File: src/rtl/tomasulo_exe_mpy_q.sv
// ============================================================================
// Module   : tomasulo_exe_mpy_q
// Brief    : Parametrised multiply execution unit for the Tomasulo pipeline.
//            Valid/ready issue, LAT-stage multiplier, Q-entry in-order result
//            queue feeding the CDB, credit counter bounding in-flight work.
//            Optional macro TOMASULO_EXE_MPY_FLUSH_EN adds a flush input.
// Revision : 1.0 - initial release
// ============================================================================
`default_nettype none

module tomasulo_exe_mpy_q #(
    parameter int W       = 32,
    parameter int LAT     = 5,
    parameter int Q       = 4,
    parameter int REG_W   = 5,
    parameter int TAG_W   = 4,
    parameter int ROBID_W = 4
) (
    input  logic               clk,
    input  logic               rst_n,
`ifdef TOMASULO_EXE_MPY_FLUSH_EN
    input  logic               flush,
`endif
    input  logic               iss_vld,
    output logic               iss_rdy,
    input  logic [1:0]         iss_op,
    input  logic [W-1:0]       iss_a,
    input  logic [W-1:0]       iss_b,
    input  logic [REG_W-1:0]   iss_wa,
    input  logic [TAG_W-1:0]   iss_tag,
    input  logic [ROBID_W-1:0] iss_robid,
    input  logic               cdb_gnt,
    output logic               cdb_vld_r,
    output logic [W-1:0]       cdb_wdata_r,
    output logic [REG_W-1:0]   cdb_wa_r,
    output logic [TAG_W-1:0]   cdb_tag_r,
    output logic [ROBID_W-1:0] cdb_robid_r,
    output logic               busy_r
);

    localparam int EW = W + REG_W + TAG_W + ROBID_W;
    localparam int PW = $clog2(Q);
    localparam int CW = PW + 1;
    localparam logic [CW-1:0] Q_CNT = CW'(Q);

    localparam logic [1:0] OP_MUL    = 2'b00;
    localparam logic [1:0] OP_MULH   = 2'b01;
    localparam logic [1:0] OP_MULHU  = 2'b10;

    logic flush_now;
`ifdef TOMASULO_EXE_MPY_FLUSH_EN
    assign flush_now = flush;
`else
    assign flush_now = 1'b0;
`endif

    // Credit counter and queue state
    logic [CW-1:0] cnt, cnt_nx;
    logic [CW-1:0] qcnt, qcnt_nx;
    logic [PW-1:0] wr_ptr, rd_ptr, rd_nx;
    logic [EW-1:0] mem [Q];
    logic [EW-1:0] head_nx;

    logic accept, pop, push, push_q;
    logic [EW-1:0] in_ent, push_ent;

    // Ready depends only on the credit count (and an active flush).
    assign iss_rdy = (cnt < Q_CNT) & ~flush_now;
    assign accept  = iss_vld & iss_rdy;
    assign pop     = cdb_vld_r & cdb_gnt & ~flush_now;
    assign push_q  = push & ~flush_now;

    // Operand extension and product selection. Extending to 2W bits is
    // equivalent to W+1-bit extension and keeps every product bit meaningful.
    logic          a_sgn, b_sgn;
    logic [2*W-1:0] a_ext, b_ext, prod;
    logic [W-1:0]   res;

    // Multiply datapath for the op presented at issue
    always_comb begin
        a_sgn = (iss_op != OP_MULHU);
        b_sgn = (iss_op == OP_MULH);
        a_ext = {{W{a_sgn & iss_a[W-1]}}, iss_a};
        b_ext = {{W{b_sgn & iss_b[W-1]}}, iss_b};
        prod  = a_ext * b_ext;
        res   = (iss_op == OP_MUL) ? prod[W-1:0] : prod[2*W-1:W];
    end

    assign in_ent = {res, iss_wa, iss_tag, iss_robid};

    // The queue write itself is the last of the LAT stages, so LAT-1
    // pipeline registers sit between issue and the queue.
    generate
        if (LAT == 1) begin : g_direct
            assign push     = accept;
            assign push_ent = in_ent;
        end else begin : g_pipe
            logic [LAT-2:0] pv;
            logic [EW-1:0]  pe [LAT-1];

            // Valid bits shift toward the queue; cleared on reset/flush
            always_ff @(posedge clk) begin
                if (!rst_n || flush_now) begin
                    pv <= '0;
                end else begin
                    pv[0] <= accept;
                    for (int i = 1; i < LAT - 1; i++) begin
                        pv[i] <= pv[i-1];
                    end
                end
            end

            // Result and sideband travel alongside the valid bits
            always_ff @(posedge clk) begin
                pe[0] <= in_ent;
                for (int i = 1; i < LAT - 1; i++) begin
                    pe[i] <= pe[i-1];
                end
            end

            assign push     = pv[LAT-2];
            assign push_ent = pe[LAT-2];
        end
    endgenerate

    // Next-state for counters and the value the CDB head will present
    always_comb begin
        cnt_nx  = cnt + CW'(accept) - CW'(pop);
        qcnt_nx = qcnt + CW'(push_q) - CW'(pop);
        rd_nx   = rd_ptr + PW'(pop);
        head_nx = '0;
        if (qcnt_nx != '0) begin
            // Queue empty after this pop: the head is the entry arriving now.
            head_nx = (qcnt == CW'(pop)) ? push_ent : mem[rd_nx];
        end
    end

    // Queue storage write
    always_ff @(posedge clk) begin
        if (push_q) begin
            mem[wr_ptr] <= push_ent;
        end
    end

    // Counters, pointers and registered CDB outputs
    always_ff @(posedge clk) begin
        if (!rst_n || flush_now) begin
            cnt         <= '0;
            qcnt        <= '0;
            wr_ptr      <= '0;
            rd_ptr      <= '0;
            cdb_vld_r   <= 1'b0;
            cdb_wdata_r <= '0;
            cdb_wa_r    <= '0;
            cdb_tag_r   <= '0;
            cdb_robid_r <= '0;
            busy_r      <= 1'b0;
        end else begin
            cnt       <= cnt_nx;
            qcnt      <= qcnt_nx;
            wr_ptr    <= wr_ptr + PW'(push_q);
            rd_ptr    <= rd_nx;
            cdb_vld_r <= (qcnt_nx != '0);
            {cdb_wdata_r, cdb_wa_r, cdb_tag_r, cdb_robid_r} <= head_nx;
            busy_r    <= (cnt_nx != '0);
        end
    end

endmodule

`default_nettype wire

File: config.mk
export PLATFORM = sky130hd
export DESIGN_NAME = tomasulo_exe_mpy_q
export DESIGN_NICKNAME = d
export VERILOG_FILES = /design/src/rtl/tomasulo_exe_mpy_q.sv
export SDC_FILE = /design/constraint.sdc
export NUM_CORES = 2
export LEC_CHECK = 0
export CORE_ASPECT_RATIO = 0.5
export CORE_MARGIN = 2
export CORE_UTILIZATION = 40
export DETAILED_ROUTE_END_ITERATION = 7
export DONT_BUFFER_PORTS = 1
export GPL_ROUTABILITY_DRIVEN = 0
export GPL_TIMING_DRIVEN = 1
export PLACE_DENSITY = 0.54
export SYNTH_ARGS = -nofsm -noshare
export SYNTH_HDL_FRONTEND = slang
export SYNTH_SLANG_ARGS = --single-unit
File: constraint.sdc
create_clock -name clk -period 10.3 [get_ports clk]
set_input_delay 1.545 -clock clk [delete_from_list [all_inputs] [get_ports clk]]
set_output_delay 1.545 -clock clk [all_outputs]
set_load 0.005 [all_outputs]
==> qor.csv <==
metric,value,unit
outcome,finished clean,
worstSetupStartpointType,input port,
maxSlewHeadroom,0.2604,
drc,0,
finalWorstSetupSlack,0.8771,ns
via_per_inst,5.079,
die_area,0.1299,mm²
synth_top_cell_area_share,0.4448,
period_share,0.9148,
initial_utilization,0.4028,
syn_to_final_growth,5.212,%
cp_data_required_time,10.70,ns
dr.pass1.iters,6,
grt_pass1_wl,219400,µm
die_h,255.8,µm
ys_seq_area_frac,0.2017,
fin_hold_ws,0.3056,ns
finalSetupTns,0,ns
n_fill_cell,12180,
ys_top_cells_by_count,"1200 x inv_1, 1127 x fa_1, 916 x nand2_1, 302 x and2_1, 241 x dfxtp_1",
cp.arrival,9.82,ns
portBuffers,0,
drive_gt1_frac,0.03471,
grt_usage,0.2193,
yosysUniqueCellTypes,75,
setup_violations,0,
overflow,0,
ys_ff_latch,421,
first_global_vias,36620,
grt_max_degree,47,
r2r-start,cdb_vld_r$_SDFF_PN0_,
finish.utilization,0.4238,
min_period,9.423,ns
wl_per_cell,21.24,µm
numCtsBuffers,43,
hold_buffers,0,
worstPathMaxFanout,13,
drtIter0Drc,2428,
rsz0062_at_grt,false,
die_width,507.6,µm
cts_tree,done,
clock_skew,0.02664,ns
antenna_left,0,
worst_setup_path_end_kind,register,
synthArstFlopShare,0,
synth_edf_count,180,
synthCells,5003,
cts_root_buf,clkbuf_16,
htreeDepth,2,
cts_setup_buffers,0,
holdPathEnd,g_pipe.pe[3][13]$_DFF_P_,
dp_worst_setup_slack,0.3814,ns
maxCapViolCount,0,
hold_class,register to register,
rrSetupSlack,7.37,ns
antenna_found_initial,2,
clk_latency,0.55,ns
ioPinCount,131,
min_from,g_pipe.pe[2][13]$_DFF_P_,
syn-num-nets,6431,
row_count,92,
critPathKind,input port to register,
fmax,106.1,MHz
totalWireLength,138800,µm
vias,33180,
avgSynthCellArea,10.14,µm²
nets,6234,
synth_area_leaders,"fa_1 44%, edfxtp_1 11%, dfxtp_1 9.5%",
clock_path_buffers,3,
ys.flop_type,dfxtp_1,
whs_path_depth,0,
yosysWarnings,0,
place_hpwl,104100,µm
clkTransAtPathRegs,0.06,ns
r2r_cells,10,
yosysMostFrequentCell,inv_1,
r2r_end,cdb_wdata_r[15]$_SDFF_PN0_,
slew_viol_final,0,
tightest_slew,1.106,ns
cts_resized,0,
cts_sinks,421,
yosysTopAreaCell,fa_1,
final-hold-violation-count,0,
coreArea,0.1259,mm²
synthesis.area,0.05073,mm²
## through the flow
step                      std cells  area [µm²]
after floorplan                5003       50730
after global placement         6453       52030
after detailed placement       6453       52030
after CTS                      6532       53370
after global routing           6532       53370
final                          6533       53370
## worst max path at each step
stage               startpoint                  endpoint  cells after the start
global route         iss_op[0]  g_pipe.pe[0][40]$_DFF_P_                     27
CTS                  iss_op[0]  g_pipe.pe[0][43]$_DFF_P_                     27
floorplan            iss_a[31]  g_pipe.pe[0][40]$_DFF_P_                     30
detailed placement   iss_op[0]  g_pipe.pe[0][43]$_DFF_P_                     27
global placement     iss_op[0]  g_pipe.pe[0][43]$_DFF_P_                     27
finish               iss_op[0]  g_pipe.pe[0][43]$_DFF_P_                     27
## routing by layer
layer,up-vias,global-route usage,share of wire
met4,0,0.03433,0.016
met5,-,0,0
li1,14220,-,-
met1,17530,0.3287,0.46
met2,1266,0.3380,0.44
met3,168,0.03912,0.085
## critical path, cell delays in order
cell and delay (ns):
inv_1 0.03, a21boi_2 0.68, nand2_1 0.22, inv_1 0.17, fa_1 0.49, fa_1 0.62
fa_1 0.49, inv_1 0.40, fa_1 0.50, inv_1 0.09, fa_1 0.44, fa_1 0.55
inv_1 0.06, fa_1 0.45, fa_1 0.49, inv_1 0.04, ha_1 0.36, a21o_1 0.19
a21oi_1 0.20, nor2_1 0.06, o32a_1 0.36, a311oi_2 0.35, o31a_4 0.21, o21ai_4 0.06
a311oi_2 0.44, o21a_1 0.22, o311ai_2 0.11
## cell families (layout without fill, tap and decap cells)
family | after synthesis | in the layout | synth area share
buf+inv | 1457 | 1294 | 0.1085
simple gates | 1376 | 1376 | 0.1209
fa+ha+maj | 1345 | 1345 | 0.4985
flops | 421 | 421 | 0.2017
compound gates | 275 | 275 | 0.03594
xor+xnor | 83 | 83 | 0.01433
mux | 46 | 46 | 0.02018
other cells | 0 | 1 | 0
## flip-flops by register name (all words and copies together) (netlist names)
name	count
busy_r	1
cnt	3
cdb_wa_r	5
wr_ptr	2
rd_ptr	2
g_pipe.pe	180
cdb_vld_r	1
mem	180
cdb_tag_r	4
cdb_robid_r	4
qcnt	3
cdb_wdata_r	32
g_pipe.pv	4
## layout by cell type, fill, tap and decap left out, types with 7 or more instances in the layout
cell | netlist | final
a21o_1 | 21 | 21
a21oi_1 | 130 | 130
and2_1 | 302 | 302
and3_1 | 10 | 9
buf_4 | 1 | 15
clkbuf_1 | 236 | 15
clkbuf_16 | 0 | 43
clkbuf_8 | 0 | 8
clkinv_2 | 0 | 7
dfxtp_1 | 241 | 241
edfxtp_1 | 180 | 180
fa_1 | 1127 | 1127
ha_1 | 218 | 217
inv_1 | 1200 | 1200
mux4_2 | 45 | 45
nand2_1 | 916 | 916
nand3_1 | 11 | 11
nand4_1 | 21 | 21
nor2_1 | 71 | 69
nor2b_1 | 7 | 7
nor3_1 | 11 | 9
o21a_1 | 7 | 7
o21ai_0 | 34 | 34
o21ai_1 | 8 | 7
o21bai_1 | 12 | 12
or2_2 | 11 | 11
xnor2_1 | 54 | 54
xor2_1 | 29 | 28
## layout make-up
class                      instances  area (µm²)  share of cell area
antenna                            1       2.502          0.00004689
tap                             1692        2117             0.03967
clock buffer                      66        1242             0.02328
sequential                       421       10230              0.1917
timing repair buffer              15       112.6            0.002110
inverter                        1200        4504             0.08439
multi-input combinational       3125       35070              0.6571
clock inverter                    13       95.09            0.001782
Power is left out: the tool's default activity adds up to more than one toggle a clock period on the data nets, which glitch-free logic cannot reach.
